$ cat config.mk
export PLATFORM = sky130hd
export DESIGN_NAME = frame_buffer_manager
export DESIGN_NICKNAME = d
export VERILOG_FILES = /design/src/rtl/frame_buffer_manager.sv
export SDC_FILE = /design/constraint.sdc
export NUM_CORES = 1
export LEC_CHECK = 0
export BUFFER_PORTS_ARGS = -buffer_cell sky130_fd_sc_hd__clkbuf_2
export CAP_MARGIN = 30
export CORE_MARGIN = 2
export CORE_UTILIZATION = 45
export CTS_BUF_LIST = sky130_fd_sc_hd__clkbuf_2
export DETAILED_ROUTE_END_ITERATION = 7
export PLACE_DENSITY = 0.84
export SETUP_SLACK_MARGIN = 0.02
export SKIP_CTS_REPAIR_TIMING = 1
export SLEW_MARGIN = 30
export SYNTH_ARGS = -nofsm -noshare
export SYNTH_HDL_FRONTEND = slang
export SYNTH_SLANG_ARGS = --single-unit
$ cat constraint.sdc
create_clock -name clk_100Mhz -period 2.1 [get_ports clk_100Mhz]
set_clock_uncertainty 0.2 [all_clocks]
set_input_delay 0.21 -clock clk_100Mhz [delete_from_list [all_inputs] [get_ports clk_100Mhz]]
set_output_delay 0.21 -clock clk_100Mhz [all_outputs]
set_load 0.01 [all_outputs]
$ cat src/rtl/frame_buffer_manager.sv
// Triple-buffer scheduler: rotates three DDR frame slots between camera writer and HDMI reader,
// and keeps drop/repeat statistics for frame-rate mismatch debug.
module frame_buffer_manager #(
    parameter logic [31:0] BASE_ADDR    = 32'h0000_0000,
    parameter logic [31:0] FRAME_STRIDE = 32'h0002_5800,
    parameter int unsigned CNT_W        = 16
) (
    input  logic             clk_100Mhz,
    input  logic             rst_n,
    input  logic             enable,
    input  logic             wr_frame_done,
    input  logic             rd_frame_start,
    output logic             wr_en,
    output logic [31:0]      wr_base_addr,
    output logic [31:0]      rd_base_addr,
    output logic             rd_frame_valid,
    output logic [CNT_W-1:0] frames_written,
    output logic [CNT_W-1:0] frames_dropped,
    output logic [CNT_W-1:0] frames_repeated
);

    typedef enum logic [1:0] {ST_IDLE, ST_ARM, ST_RUN} state_t;

    state_t     r_state, w_state_nxt;
    logic       w_run;
    logic [1:0] r_wr_idx, r_rd_idx, r_fresh_idx;
    logic [1:0] w_wr_idx_nxt, w_rd_idx_nxt, w_fresh_idx_nxt;
    logic       r_fresh_valid, w_fresh_valid_nxt;
    logic       r_rd_frame_valid, w_rd_frame_valid_nxt;
    logic       r_wr_en;
    logic [31:0] r_wr_base_addr, r_rd_base_addr;
    logic [CNT_W-1:0] r_frames_written, r_frames_dropped, r_frames_repeated;
    logic       w_wd, w_rs;

    function automatic logic [31:0] slot_addr(input logic [1:0] idx);
        case (idx)
            2'd1:    slot_addr = BASE_ADDR + FRAME_STRIDE;
            2'd2:    slot_addr = BASE_ADDR + (FRAME_STRIDE << 1);
            default: slot_addr = BASE_ADDR;
        endcase
    endfunction

    always_ff @(posedge clk_100Mhz) begin
        if (!rst_n) r_state <= ST_IDLE;
        else        r_state <= w_state_nxt;
    end

    // Events only act in RUN while enabled; the first done in ARM is a partial frame.
    always_comb begin
        w_state_nxt = r_state;
        w_run       = 1'b0;
        if (!enable) begin
            w_state_nxt = ST_IDLE;
        end else begin
            case (r_state)
                ST_IDLE: w_state_nxt = ST_ARM;
                ST_ARM:  if (wr_frame_done) w_state_nxt = ST_RUN;
                ST_RUN:  w_run = 1'b1;
                default: w_state_nxt = ST_IDLE;
            endcase
        end
    end

    assign w_wd = w_run & wr_frame_done;
    assign w_rs = w_run & rd_frame_start;

    always_comb begin
        w_wr_idx_nxt         = r_wr_idx;
        w_rd_idx_nxt         = r_rd_idx;
        w_fresh_idx_nxt      = r_fresh_idx;
        w_fresh_valid_nxt    = r_fresh_valid;
        w_rd_frame_valid_nxt = r_rd_frame_valid;
        if (w_wd && w_rs) begin
            // Just-finished frame goes straight to the reader; the old read slot becomes spare.
            w_rd_idx_nxt         = r_wr_idx;
            w_wr_idx_nxt         = r_fresh_idx;
            w_fresh_idx_nxt      = r_rd_idx;
            w_fresh_valid_nxt    = 1'b0;
            w_rd_frame_valid_nxt = 1'b1;
        end else if (w_wd) begin
            w_wr_idx_nxt      = r_fresh_idx;
            w_fresh_idx_nxt   = r_wr_idx;
            w_fresh_valid_nxt = 1'b1;
        end else if (w_rs && r_fresh_valid) begin
            w_rd_idx_nxt         = r_fresh_idx;
            w_fresh_idx_nxt      = r_rd_idx;
            w_fresh_valid_nxt    = 1'b0;
            w_rd_frame_valid_nxt = 1'b1;
        end
        if (!enable) begin
            w_fresh_valid_nxt    = 1'b0;
            w_rd_frame_valid_nxt = 1'b0;
        end
    end

    always_ff @(posedge clk_100Mhz) begin
        if (!rst_n) begin
            r_wr_idx          <= 2'd0;
            r_rd_idx          <= 2'd1;
            r_fresh_idx       <= 2'd2;
            r_fresh_valid     <= 1'b0;
            r_rd_frame_valid  <= 1'b0;
            r_wr_en           <= 1'b0;
            r_wr_base_addr    <= BASE_ADDR;
            r_rd_base_addr    <= BASE_ADDR + FRAME_STRIDE;
            r_frames_written  <= '0;
            r_frames_dropped  <= '0;
            r_frames_repeated <= '0;
        end else begin
            r_wr_idx         <= w_wr_idx_nxt;
            r_rd_idx         <= w_rd_idx_nxt;
            r_fresh_idx      <= w_fresh_idx_nxt;
            r_fresh_valid    <= w_fresh_valid_nxt;
            r_rd_frame_valid <= w_rd_frame_valid_nxt;
            r_wr_en          <= (w_state_nxt != ST_IDLE);
            r_wr_base_addr   <= slot_addr(r_wr_idx);
            r_rd_base_addr   <= slot_addr(r_rd_idx);
            if (w_wd)
                r_frames_written <= r_frames_written + CNT_W'(1);
            if (w_wd && r_fresh_valid)
                r_frames_dropped <= r_frames_dropped + CNT_W'(1);
            if (w_rs && !w_wd && !r_fresh_valid)
                r_frames_repeated <= r_frames_repeated + CNT_W'(1);
        end
    end

    assign wr_en           = r_wr_en;
    assign wr_base_addr    = r_wr_base_addr;
    assign rd_base_addr    = r_rd_base_addr;
    assign rd_frame_valid  = r_rd_frame_valid;
    assign frames_written  = r_frames_written;
    assign frames_dropped  = r_frames_dropped;
    assign frames_repeated = r_frames_repeated;

endmodule

# After elaboration in Yosys (flattened, before gate mapping)
# Index checks and enable logic that the tools add are counted.
totals:
  inputBits: 5
  word_cells: 62
  output_inout_bits: 114
  register_bits: 123
classes:
  reduce_logical: 16
  eq_ne: 7
  muxes: 20
  bitwise: 4
  n_addsub: 3
ops:
  columns: ["op", "n"]
  rows:
  - ["one-hot mux 19 bit (2 select lines)", 2]
  - ["adder 16 x 1 -> 16 bit, second input constant", 3]
  - ["two-way mux 2 bit", 10]
  - ["nonzero test 2 bit", 4]
  - ["two-way mux 1 bit", 7]
  - ["equality test 2 x 1 -> 1 bit, second input constant", 3]
  - ["equality test 2 bit, second input constant", 3]
  - ["one-hot mux 2 bit (3 select lines)", 1]
  - ["logical AND 1 bit", 5]
  - ["AND reduction 2 bit", 2]
  - ["nonzero test 3 bit", 1]
  - ["OR reduction 3 bit", 1]
  - ["bitwise AND 1 bit", 2]
  - ["logical NOT 1 bit", 2]
  - ["logical NOT 2 bit", 1]
  - ["!= test 2 x 1 -> 1 bit, second input constant", 1]
  - ["NOT 1 bit", 2]

# Logic depth before layout (Yosys ltp)
logic_depth:
  ltp_word: 8
  depth_mapped: 7

# Least setup slack after synthesis
# Ideal clock, no wire load.
synth_path:
  path_type: "register to register"
  startpoint: "register r_frames_repeated[0], in the netlist frames_repeated[0]"
  endpoint: "register r_frames_repeated[12], in the netlist frames_repeated[12]"
  setup_slack_ns: 0.270
  synth_period_minus_slack_ns: 1.830
  path_stages_with_launch: 6
  required_ns: 1.830
  arrival_ns: 1.560
  setup_ns: 0.070
  path_cell_list: "dfxtp_1 > ha_1 > nor3b_1 > nand4_1 > or3_1 > a21oi_1"
synth_via:
  elab_chain_len: 1
synth_lines:
  columns: ["element", "line", "rtl"]
  rows:
  - ["start: declaration", "32", "logic [CNT_W-1:0] r_frames_written, r_frames_dropped, r_frames_repeated;"]
  - ["start signal: assignment", "123", "r_frames_repeated <= r_frames_repeated + CNT_W'(1);"]
  - ["adder 16 x 1 -> 16 bit", "123", null]
# No other way between the ends.
# A chain may end at the register's enable or synchronous reset.

# Worst setup path after layout
layout_path:
  startpoint: "input port wr_frame_done"
  endpoint: "register r_frames_repeated[15], in the netlist frames_repeated[15]"
layout_via:
  elab_chain_len: 4
layout_lines:
  columns: ["element", "line", "rtl"]
  rows:
  - ["start: declaration", "11", "input logic wr_frame_done,"]
  - ["bitwise AND 1 bit", "64", "assign w_wd = w_run & wr_frame_done;"]
  - ["logical NOT 1 bit", "122", "if (w_rs && !w_wd && !r_fresh_valid)"]
  - ["logical AND 1 bit (2 in series)", "122", null]
# No other way between the ends.

==> results.toml <==
[sta]
min_period_ns = 1.98
setup_violations = 0
fmaxAchievable_mhz = 504
rsz0062_at_grt = "false"
worst_slack_ns = 0.115
fin_crit_sh_pct = 94.5
hold_violations = 0
finalSetupTns_ns = 0
slew_violations = 0

[logic_synthesis]
synth_xor_area_share_pct = 6.70
yosysMostFrequentCell = "dfxtp_1"
synth_top_family_by_area = "simple AND/OR/NAND/NOR gates"
synth_seq_cells = 65
synth.distinct_cells = 38
synth_top_area_share_pct = 39.8
yosys.area_share.simple_pct = 25.1
syn_inst = 380
synth_top_area_cell = "dfxtp_1"
syn_area_mm2 = 0.00327
yosys-top-cells-count = "dfxtp_1, buf_4, nor2_1"
ys.flop_type = "dfxtp_1"
yosysSeqAreaShare_pct = 39.8
yosysWarnings = 0
synthMuxAreaShare_pct = 0.651
synth.avg_cell_area_um2 = 8.60
synth_fa_ha_area_share_pct = 2.68
synth-compound-area-share_pct = 8.92
ys_top_cells_by_area = "dfxtp_1, buf_4, a21oi_1"
synth-edff-count = 0
async_reset_ff_share_pct = 0

[clock_network]
clk_latency_ns = 0.49
root_buffer = "clkbuf_2"
clk_pin_slew_worst_paths_ns = 0.15
cts_buffer_depth = 2
htree_levels = 3
numCtsBuffers = 9
cts.sinks = 65
cts_tree = "built"

[routing]
wire_per_inst_um = 11.5
drt_pass1_iterations = 4
wl_um = 6360
postRouteAntennaNets = 0
dr_total_vias = 2681
drt_iter0_drc = 123
vias_per_cell = 4.86
drc = 0

[power]
p_sw_mw = 0.512
p_int_mw = 1.53
totalPowerFinal_mw = 2.04
sw_frac_of_total_pct = 25.1
p_seq_share_pct = 60.8
p_per_area_mw_per_mm2 = 563
p_leak_nw = 1.57
pwr-share-comb_pct = 4.5
clockPowerShare_pct = 34.6
ir_worst_vdd_mv = 0.236

[setup_path]
r2r_cells = 4
worstPathMaxFanout = 11
cp.arrival_ns = 2.19
cp_data_required_time_ns = 2.31
worstSetupPathType = "in2reg"
cp-end-kind = "flip-flop"
cp-start-kind = "input pin"

[global_routing]
first_global_vias = 2208
grt_max_degree = 43
antenna_found_initial = 0
use_met2_pct = 24.7
grt_pass1_wl_um = 9900
grt.overflow.total = 0
busiest_layer = "met2"
gr-usage-met3_pct = 4.99
met1_usage_pct = 20.1
grt_util_all_layers_pct = 15.8

[floorplan]
num_io_pins = 119
die_area_mm2 = 0.00796
die_x_um = 89.2
coreArea_mm2 = 0.00714
num_rows = 31
initial_core_util_pct = 45.8
die_h_um = 89.2

[finish]
num_antenna_cells = 0
fin_nets = 461
drive_above_1_share_pct = 21.2
syn_to_final_growth_pct = 10.9
finish.instance_area_mm2 = 0.00363

[placement]
place.gp.congestion = 0.810
place_ws_ns = 0.217
dpl_cell_area_mm2 = 0.00349
io_buffers = 68
dp_hpwl_um = 4670

[min_path]
holdPathStages = 4
hold_path_class = "in2reg"

[job]
cap_viol_max_count = 0

[run_status]
status = "completed"
## cells by family after synthesis
group	Yosys count
mux	2
simple gates	147
xor+xnor	25
fa+ha+maj	7
compound gates	55
flops	65
other cells	1
buf+inv	78
## stage by stage
stage	instances	utilization [%]	hold WS [ns]
after global routing	552	50.8	0.0306
final	552	50.8	0.0164
after floorplan	429	-	0.214
after CTS	548	50.3	-0.211
after global placement	533	48.9	0.261
after detailed placement	533	48.9	0.267
## worst max-delay path: stages
cell           delay, ns
dlygate4sd3_1       0.55
clkbuf_2            0.21
and4bb_2            0.40
nand4_4             0.17
or4_1               0.49
a21oi_1             0.15
## routing by layer
| layer | wire (µm) | vias to the layer above |
|---|---|---|
| li1 | - | 1341 |
| met1 | 2870 | 1255 |
| met2 | 2970 | 75 |
| met3 | 402 | 10 |
| met4 | 106 | 0 |
| met5 | 0 | - |
## cell usage in the layout, fill, tap and decap left out, types with 3 or more instances in the layout
cell type / count
clkbuf_2: 79
dfxtp_1: 65
conb_1: 50
nor2_1: 31
a21oi_1: 28
nand2_1: 27
o21ai_0: 22
or3_1: 19
nand3_1: 19
xor2_1: 16
nand4_1: 14
xnor2_1: 9
inv_1: 7
and3_1: 7
and4_1: 7
ha_1: 7
buf_4: 7
and2_1: 6
nor4_1: 3
clkinv_2: 3
dlygate4sd3_1: 3
## power groups by stage
| stage | logic (mW) | registers [mW] | clock network (mW) |
|---|---|---|---|
| after global placement | 0.0856 | 1.27 | 0 |
| after CTS | 0.0866 | 1.24 | 0.733 |
| after global routing | 0.108 | 1.24 | 0.788 |
| after floorplan | 0.138 | 1.27 | 0 |
| after detailed placement | 0.0863 | 1.27 | 0 |
| final | 0.0927 | 1.24 | 0.708 |
## path summary, 6_finish.rpt
| path | start | to | slack [ns] |
|---|---|---|---|
| max reg2reg | r_fresh_valid | frames_repeated[15] | 0.19 |
| max | wr_frame_done | frames_repeated[15] | 0.12 |
| min reg2reg | r_fresh_idx[0] | r_wr_idx[0] | 0.29 |
| min | rd_frame_start | r_fresh_idx[1] | 0.02 |
## cell type report
class                   count  area [µm²]
clock inverters             4        45.0
clock buffers              11        55.1
fillers                   689        3510
multi-input cells         286        1630
repair buffers             79         443
inverters                   8        30.0
flip-flops and latches     65        1300
well taps                  99         124
## sequential cells by signal (all words and copies together) (netlist names)
signal	cells
frames_dropped	16
frames_repeated	16
frames_written	16
rd_base_addr	3
wr_base_addr	3
r_fresh_idx	2
r_rd_idx	2
r_state	2
r_wr_idx	2
r_fresh_valid	1
rd_frame_valid	1
wr_en	1
No activity file was read; power rests on OpenSTA's default activity.
